[src/rtl/rob_pkg.sv]
// rob_pkg: shared sizes, tag/register sentinels, instruction types and FSM states for the reorder buffer.
package rob_pkg;
  localparam int DEPTH = 16;
  localparam int TAG_W = 5;
  localparam int PTR_W = $clog2(DEPTH);
  localparam logic [TAG_W-1:0] ENTRY_NULL = TAG_W'(DEPTH);
  localparam logic [5:0] REG_NULL = 6'd32;
  localparam logic [1:0] TYPE_ALU = 2'd0;
  localparam logic [1:0] TYPE_BR = 2'd1;
  localparam logic [1:0] TYPE_ST = 2'd2;
  localparam logic TRUE = 1'b1;
  localparam logic FALSE = 1'b0;
  typedef enum logic [1:0] {RUN, FLUSH, RECOVER} state_t;
  function automatic logic tag_ok(input logic [TAG_W-1:0] t);
    return t < TAG_W'(DEPTH);
  endfunction
endpackage

[src/rtl/rob.sv]
// rob: reorder buffer; in-order tag allocation, CDB writeback, in-order retire and mispredict rollback.
module rob
  import rob_pkg::*;
(
  input  logic             clk,
  input  logic             rst,
  input  logic             rdy,
  input  logic             issue_sgn,
  input  logic [5:0]       issue_rd,
  input  logic [1:0]       issue_type,
  input  logic [31:0]      issue_pc,
  input  logic             issue_pred_taken,
  output logic [TAG_W-1:0] rob_new_entry,
  output logic             rob_full,
  input  logic             cdb_valid,
  input  logic [TAG_W-1:0] cdb_entry,
  input  logic [31:0]      cdb_result,
  input  logic             cdb_taken,
  input  logic [31:0]      cdb_target,
  input  logic [TAG_W-1:0] qry1_entry,
  input  logic [TAG_W-1:0] qry2_entry,
  output logic             qry1_ready,
  output logic             qry2_ready,
  output logic [31:0]      qry1_value,
  output logic [31:0]      qry2_value,
  output logic             commit_sgn,
  output logic [TAG_W-1:0] rob_entry,
  output logic [5:0]       rob_des,
  output logic [31:0]      rob_result,
  output logic             store_commit_sgn,
  output logic             rollback,
  output logic [31:0]      rollback_pc
);
  logic [DEPTH-1:0] busy, done, busy_n, done_n, pred, taken;
  logic [1:0] typ [DEPTH];
  logic [5:0] rd [DEPTH];
  logic [31:0] pc [DEPTH], target [DEPTH], result [DEPTH];
  logic [PTR_W-1:0] head, tail, ci, q1, q2;
  logic [TAG_W-1:0] count;
  state_t state;
  logic issue_ok, cdb_ok, do_commit, mis, fwd1, fwd2;
  assign ci = cdb_entry[PTR_W-1:0];
  assign q1 = qry1_entry[PTR_W-1:0];
  assign q2 = qry2_entry[PTR_W-1:0];
  assign rob_full = count == TAG_W'(DEPTH) || state != RUN;
  assign rob_new_entry = TAG_W'(tail);
  assign issue_ok = issue_sgn && !rob_full;
  assign cdb_ok = cdb_valid && state != RECOVER && tag_ok(cdb_entry) && busy[ci];
  assign do_commit = state == RUN && busy[head] && done[head];
  assign mis = typ[head] == TYPE_BR && taken[head] != pred[head];
  assign fwd1 = cdb_valid && state != RECOVER && cdb_entry == qry1_entry;
  assign fwd2 = cdb_valid && state != RECOVER && cdb_entry == qry2_entry;
  assign qry1_ready = tag_ok(qry1_entry) && (done[q1] || fwd1);
  assign qry2_ready = tag_ok(qry2_entry) && (done[q2] || fwd2);
  assign qry1_value = !tag_ok(qry1_entry) ? 32'd0 : done[q1] ? result[q1] : fwd1 ? cdb_result : 32'd0;
  assign qry2_value = !tag_ok(qry2_entry) ? 32'd0 : done[q2] ? result[q2] : fwd2 ? cdb_result : 32'd0;
  always_comb begin
    busy_n = busy;
    done_n = done;
    if (issue_ok) begin
      busy_n[tail] = TRUE;
      done_n[tail] = FALSE;
    end
    if (do_commit) begin
      busy_n[head] = FALSE;
      done_n[head] = FALSE;
    end
    if (cdb_ok) done_n[ci] = TRUE;
    if (state == FLUSH) begin
      busy_n = '0;
      done_n = '0;
    end
  end
  // Commit of a mispredicted branch enters FLUSH; the flush itself happens one edge later.
  always_ff @(posedge clk or negedge rst) begin
    if (!rst) begin
      busy <= '0;
      done <= '0;
      head <= '0;
      tail <= '0;
      count <= '0;
      state <= RUN;
      commit_sgn <= FALSE;
      store_commit_sgn <= FALSE;
      rollback <= FALSE;
      rollback_pc <= '0;
      rob_entry <= ENTRY_NULL;
      rob_des <= REG_NULL;
      rob_result <= '0;
    end else if (rdy) begin
      busy <= busy_n;
      done <= done_n;
      commit_sgn <= do_commit;
      store_commit_sgn <= do_commit && typ[head] == TYPE_ST;
      rollback <= state == FLUSH;
      if (do_commit) begin
        rob_entry <= TAG_W'(head);
        rob_des <= typ[head] == TYPE_ST ? REG_NULL : rd[head];
        rob_result <= result[head];
      end
      if (state == FLUSH) begin
        head <= '0;
        tail <= '0;
        count <= '0;
        state <= RECOVER;
      end else begin
        head <= head + PTR_W'(do_commit);
        tail <= tail + PTR_W'(issue_ok);
        count <= count + TAG_W'(issue_ok) - TAG_W'(do_commit);
        state <= do_commit && mis ? FLUSH : RUN;
        if (do_commit && mis) rollback_pc <= taken[head] ? target[head] : pc[head] + 32'd4;
      end
    end
  end
  always_ff @(posedge clk) begin
    if (rdy) begin
      if (issue_ok) begin
        typ[tail] <= issue_type;
        rd[tail] <= issue_rd;
        pc[tail] <= issue_pc;
        pred[tail] <= issue_pred_taken;
      end
      if (cdb_ok) begin
        result[ci] <= cdb_result;
        taken[ci] <= cdb_taken;
        target[ci] <= cdb_target;
      end
    end
  end
endmodule

[config.mk]
export PLATFORM = sky130hd
export DESIGN_NAME = rob
export DESIGN_NICKNAME = d
export VERILOG_FILES = /design/src/rtl/rob_pkg.sv /design/src/rtl/rob.sv
export SDC_FILE = /design/constraint.sdc
export NUM_CORES = 2
export LEC_CHECK = 0
export BUFFER_PORTS_ARGS = -buffer_cell sky130_fd_sc_hd__buf_4
export CAP_MARGIN = 5
export CORE_MARGIN = 10
export CORE_UTILIZATION = 35
export DETAILED_ROUTE_END_ITERATION = 10
export SYNTH_ARGS = -nofsm -noshare
export SYNTH_HDL_FRONTEND = slang
export SYNTH_SLANG_ARGS = --single-unit
export TNS_END_PERCENT = 20
[constraint.sdc]
create_clock -name clk -period 9.3 [get_ports clk]
set_input_delay 0.93 -clock clk [delete_from_list [all_inputs] [get_ports clk]]
set_output_delay 0.93 -clock clk [all_outputs]
set_load 0.02 [all_outputs]
After elaboration in Yosys (flattened, before gate mapping)
Memories as Yosys holds them, arrays and structs flattened. A register that Yosys moved wholly into a read port is not among the register bits.
Index checks and enable logic that the tools add are counted.
{"block": "word_totals", "regBits": 125, "latchBits": 0, "ramBits": 1664, "mem_bits_ro": 0, "word_cells": 126, "n_memories": 5}
{"memory": "pc", "depth": 16, "width": 32, "read_ports": 1, "rd_ports_with_merged_regs": 0, "write_ports": 1, "line": "rob.sv:37", "source": "logic [31:0] pc [DEPTH], target [DEPTH], result [DEPTH];"}
{"memory": "result", "depth": 16, "width": 32, "read_ports": 3, "rd_ports_with_merged_regs": 1, "write_ports": 1, "line": "rob.sv:37"}
{"memory": "target", "depth": 16, "width": 32, "read_ports": 1, "rd_ports_with_merged_regs": 0, "write_ports": 1, "line": "rob.sv:37"}
{"memory": "rd", "depth": 16, "width": 6, "read_ports": 1, "rd_ports_with_merged_regs": 0, "write_ports": 1, "line": "rob.sv:36", "source": "logic [5:0] rd [DEPTH];"}
{"memory": "typ", "depth": 16, "width": 2, "read_ports": 1, "rd_ports_with_merged_regs": 0, "write_ports": 1, "line": "rob.sv:35", "source": "logic [1:0] typ [DEPTH];"}
{"block": "classes", "n_addsub": 5, "multipliers": 0, "n_div": 0, "n_lt_le_gt_ge": 11, "n_eq_ne": 8, "n_shift": 0, "muxes": 48, "bitwise_logic": 8, "n_reduce_logical": 27}
{"operator": "$mux W32", "n": 7}
{"operator": "$mux W16", "n": 7}
{"operator": "$and A16 B16 Y16", "n": 3}
{"operator": "$add A32 B3 Y32 const B", "n": 1}
{"operator": "$bwmux W16", "n": 2}
{"operator": "$not A16 Y16", "n": 2}
{"operator": "$or A16 B16 Y16", "n": 2}
{"operator": "$bmux W1 S4", "n": 7}
{"operator": "$lt A4 B5 Y1 const B", "n": 5}
{"operator": "$mux W1", "n": 17}
{"operator": "$logic_and A1 B1 Y1", "n": 16}
{"operator": "$lt A5 B5 Y1 const B", "n": 3}
{"operator": "$demux W1 S4", "n": 3}
{"operator": "$ge A4 B1 Y1 const B", "n": 3}
{"operator": "$eq A5 B5 Y1", "n": 2}
{"operator": "$add A4 B1 Y4", "n": 2}
{"operator": "$mux W4", "n": 2}
{"operator": "$mux W6", "n": 1}
{"operator": "$reduce_and A2 Y1", "n": 3}
{"operator": "$add A5 B1 Y5", "n": 1}
{"operator": "$eq A5 B5 Y1 const B", "n": 1}
{"operator": "$mux W5", "n": 1}
{"operator": "$sub A5 B1 Y5", "n": 1}
{"operator": "$eq A2 B1 Y1 const B", "n": 2}
{"operator": "10 further kinds", "n": 13}

Longest topological paths before layout
{"block": "logic_depth", "depth_word": 12, "mapped_depth": 19, "ltp_nobuf": 19}

Worst setup path after synthesis
Ideal clock, no wire load.
{"block": "synth_path", "path_kind": "in2reg", "start": "input port cdb_entry[0]", "end": "memory result[12][0], enable pin", "setup_time_ns": 0.489, "arrival_time_ns": 4.905, "t_required_ns": 8.811, "path_slack_ns": 3.906, "path_stages": 5, "path_buffers": 1, "path_cell_list": "clkbuf_1 -> mux4_2 -> mux4_2 -> nand4_1 -> nor2_1"}
{"block": "synth_via", "elab_chain_cells": 6}
{"element": "start: declaration", "line": "rob.sv:16", "source": "input logic [TAG_W-1:0] cdb_entry,"}
{"element": "$bmux W1 S4 or $lt A5 B5 Y1 (tied branches)", "line": "rob.sv:48, rob_pkg.sv:15"}
{"element": "$mux W1 (not written as such) or $logic_and A1 B1 Y1 (tied branches)", "line": "rob.sv:48", "source": "assign cdb_ok = cdb_valid && state != RECOVER && tag_ok(cdb_entry) && busy[ci];"}
{"element": "$logic_and A1 B1 Y1", "line": "rob.sv:48"}
{"element": "$mux W1", "line": "rob.sv:123", "source": "if (cdb_ok) begin"}
{"element": "$mux W1", "line": "rob.sv:116", "source": "if (rdy) begin"}
{"element": "$mux W1 (not written as such)", "line": "rob.sv:124", "source": "result[ci] <= cdb_result;"}
{"element": "end: declaration", "line": "rob.sv:37"}
Several ways; a longest one is shown, not always the timed one. The select of a mux whose other input is x is not followed.

Worst setup path after layout
{"block": "layout_path", "start": "input port qry2_entry[1]", "end": "output port qry2_value[9]"}
{"block": "layout_via", "elab_chain_cells": 5}
{"element": "start: declaration", "line": "rob.sv:21", "source": "input logic [TAG_W-1:0] qry2_entry,"}
{"element": "branches (longest 4 deep; another with $mux W32)"}
{"element": "$mux W32 *", "line": "rob.sv:56", "source": "assign qry2_value = !tag_ok(qry2_entry) ? 32'd0 : done[q2] ? result[q2] : fwd2 ? cdb_result : 32'd0;"}
{"element": "end: declaration", "line": "rob.sv:25", "source": "output logic [31:0] qry2_value,"}
Mark *: on every way between the ends. The select of a mux whose other input is x is not followed.

==> flow_summary.yaml <==
synthesis:
  synth_top_family_by_area: "multiplexers"
  syn_avg_cell_area_um2: 21.6
  netlist_instances: 3685
  synth_seq_cells: 1820
  synth_edf_count: 1696
  synth_nets: 3823
  synth_mux_area_share_pct: 25.5
  synth_compound_area_share_pct: 1.79
  synth_cell_types: 73
  yosysSeqAreaShare_pct: 68.0
  yosys.area_share.adder_pct: 0.198
  synthSimpleGateAreaFrac_pct: 2.20
  syn_area_um2: 79500
  ys.flop_type: "edfxtp_1"
  ys_warn_count: 0
  async_reset_ff_share_pct: 6.81
  synth_xor_area_share_pct: 0.452
clock_tree:
  numCtsBuffers: 191
  cts-resized-gates: 0
  cts.sinks: 1820
  postCtsHoldBufs: 1
  clk_pin_slew_ns: 0.06
  cts_max_level: 4
  worstSkewPairLatency_ns: 0.85
  cts_tree: "yes"
  post_cts_buffers: 0
  cts_buffer_depth: 3
  clockRootBuffer: "clkbuf_16"
timing:
  rsz0062_at_grt: "false"
  setup_viol: 0
  hold_viol_final: 0
  max_freq_mhz: 198
  tightest_slew_ns: 1.07
  tns_ns: 0
  relSlewSlack_pct: 28.7
  skew_ns: 0.0781
  fin_crit_sh_pct: 54.3
  finalCriticalPeriod_ns: 5.05
  drv_slew: 0
critical_path:
  worstSetupEndpointType: "output port"
  cpMaxStageDelayCell: "mux4_4"
  max_stage_delay_ns: 1.04
  start_kind: "input pin"
  cp.required_ns: 8.37
  path_common_cell: "buf_4"
  crit_fanout: 44
  crit_chain: "buf_6 -> mux4_2 -> mux4_4 -> o21bai_4 -> buf_4 -> nor2_1 -> buf_4"
  crit_arrival_ns: 4.12
  reg2reg_slack_ns: 4.26
  worstSetupPathType: "input pin to output port"
floorplan:
  pin_count: 276
  dieHeight_um: 497
  die_x_um: 497
  initial_core_util_pct: 35.3
  core_um2: 225000
  fp.dieArea_um2: 247000
  std_cell_rows: 174
hold_path:
  hold_class: "input pin to flip-flop"
global_route:
  grt_pass1_vias: 42718
  overflow: 0
  grt_max_degree: 104
  track_usage_pct: 17.5
  antenna_found_initial: 35
  grt_pass1_wl_um: 315000
detailed_routing:
  wl_per_cell_um: 30.8
  wl_um: 220000
  ant_nets: 0
  drc: 0
  viasPerCell: 5.75
  num_vias: 41144
  drtIter0Drc: 4771
  dr.pass1.iters: 6
place:
  gp_congestion: 0.809
  port_buffers: 274
  post-dp-hpwl_um: 118000
  dp.cells: 6787
layout:
  finalNetCount: 4127
  finalNonFillerCells: 7151
  areaGrowthSynthToFinish_pct: 14.8
  drive_above_1_share_pct: 38.0
power_and_ir_drop:
  p_per_area_nw_per_um2: 202
  leakagePower_nw: 28.6
  peakVddDrop_mv: 0.177
outcome:
  status: "completed"
job:
  max_cap_viol_count: 0
-- routing by layer --
metal  share of wire [%]  global-route usage (%)
met5               0.069                       0
met1                  42                    24.2
met3                 7.8                    3.72
met2                  48                    28.1
met4                 2.7                    5.11
-- Yosys cell counts, types with 9 or more instances --
master       n  area share, %
ha_1        11           0.17
inv_1       21          0.099
and2_1      11          0.087
clkbuf_1    85           0.40
a21o_1      11           0.10
a22oi_1     42           0.40
mux4_2     828             23
dfrtp_1    122            3.8
nand4_1     14           0.11
clkbuf_8     9           0.16
mux2i_1     78           0.98
a22o_1      13           0.14
nor2_1     138           0.65
a21oi_1     24           0.15
buf_6       15           0.21
mux2_2      35           0.50
o21ai_0     44           0.28
nand2b_1    11          0.087
buf_1       73           0.34
buf_2       48           0.30
xor2_1      20           0.22
mux4_1      14           0.46
buf_4       17           0.16
nor3_1      17           0.11
xnor2_1     21           0.23
nand2_1    110           0.52
edfxtp_1  1696             64
nand3_1     32           0.20
-- critical path: cells and delay by family --
family                 cells  cell delay, ns
AOI/OAI and AO/OA          1            0.26
buffers and inverters      3            1.03
and+or+nand+nor            1            0.13
muxes                      2            1.62
-- cells in the final DEF (no fill, tap or decap), types with 43 or more instances in the layout --
master,n
nand2_1,110
dfrtp_1,119
mux2i_1,78
o21ai_0,43
nor2_1,109
clkbuf_16,193
clkbuf_1,48
edfxtp_1,1696
buf_4,357
mux4_2,827
-- cell type report --
cell class	instances	area, um2
antenna	7	17.5
tap	2992	3740
clock inverter	102	1130
sequential	1820	54000
fill	19764	134000
timing repair buffer	368	2850
clock buffer	254	5190
inverter	22	90.1
multi-input combinational	1586	24200
-- worst paths after layout --
kind	startpoint	to	depth (start not counted)
hold / removal	issue_pc[15]	pc[9][15]	1
setup / recovery	qry2_entry[1]	qry2_value[9]	7
hold reg to reg	rob_des[5]	rob_des[5]	2
setup reg to reg	head[1]	rollback_pc[30]	8
min in group asynchronous	rst	rob_result[11]	2
max in group asynchronous	rst	head[0]	4
-- cells by family after synthesis --
| kind of cell | count (synthesis) |
|---|---|
| and+or+nand+nor | 372 |
| muxes | 958 |
| buffers and inverters | 279 |
| DFF | 1820 |
| xor gates and xnor gates | 41 |
| adders and majority gates | 12 |
| other | 1 |
| AOI/OAI and AO/OA | 202 |
-- per-stage QoR --
step,total power [W],utilization (%),instance area [um2],hold slack (ns),setup slack [ns]
floorplan,0.0104,-,79500,0.457,3.91
global placement,0.0109,37.7,84900,0.472,4.30
detailed placement,0.0110,37.7,84900,0.476,4.22
CTS,0.0186,40.5,91200,0.293,4.22
global route,0.0190,40.5,91300,0.342,4.06
finish,0.0184,40.5,91300,0.369,4.25
-- registers in the layout, indices dropped and copies added (netlist names) --
signal            flops
busy                 16
commit_sgn            1
count                 5
done                 16
head                  4
pc                  512
pred                 16
rd                   96
result              512
rob_des               6
rob_entry             5
rob_result           32
rollback              1
rollback_pc          32
state                 1
store_commit_sgn      1
tail                  4
taken                16
target              512
typ                  32
-- power by group --
group	total [W]	switching (W)	internal, W
registers	0.00923	0.0000914	0.00914
logic	0.00154	0.000898	0.000643
clock network	0.00763	0.00327	0.00436
total	0.0184	0.00426	0.0141
No activity file was read; power rests on OpenSTA's default activity.
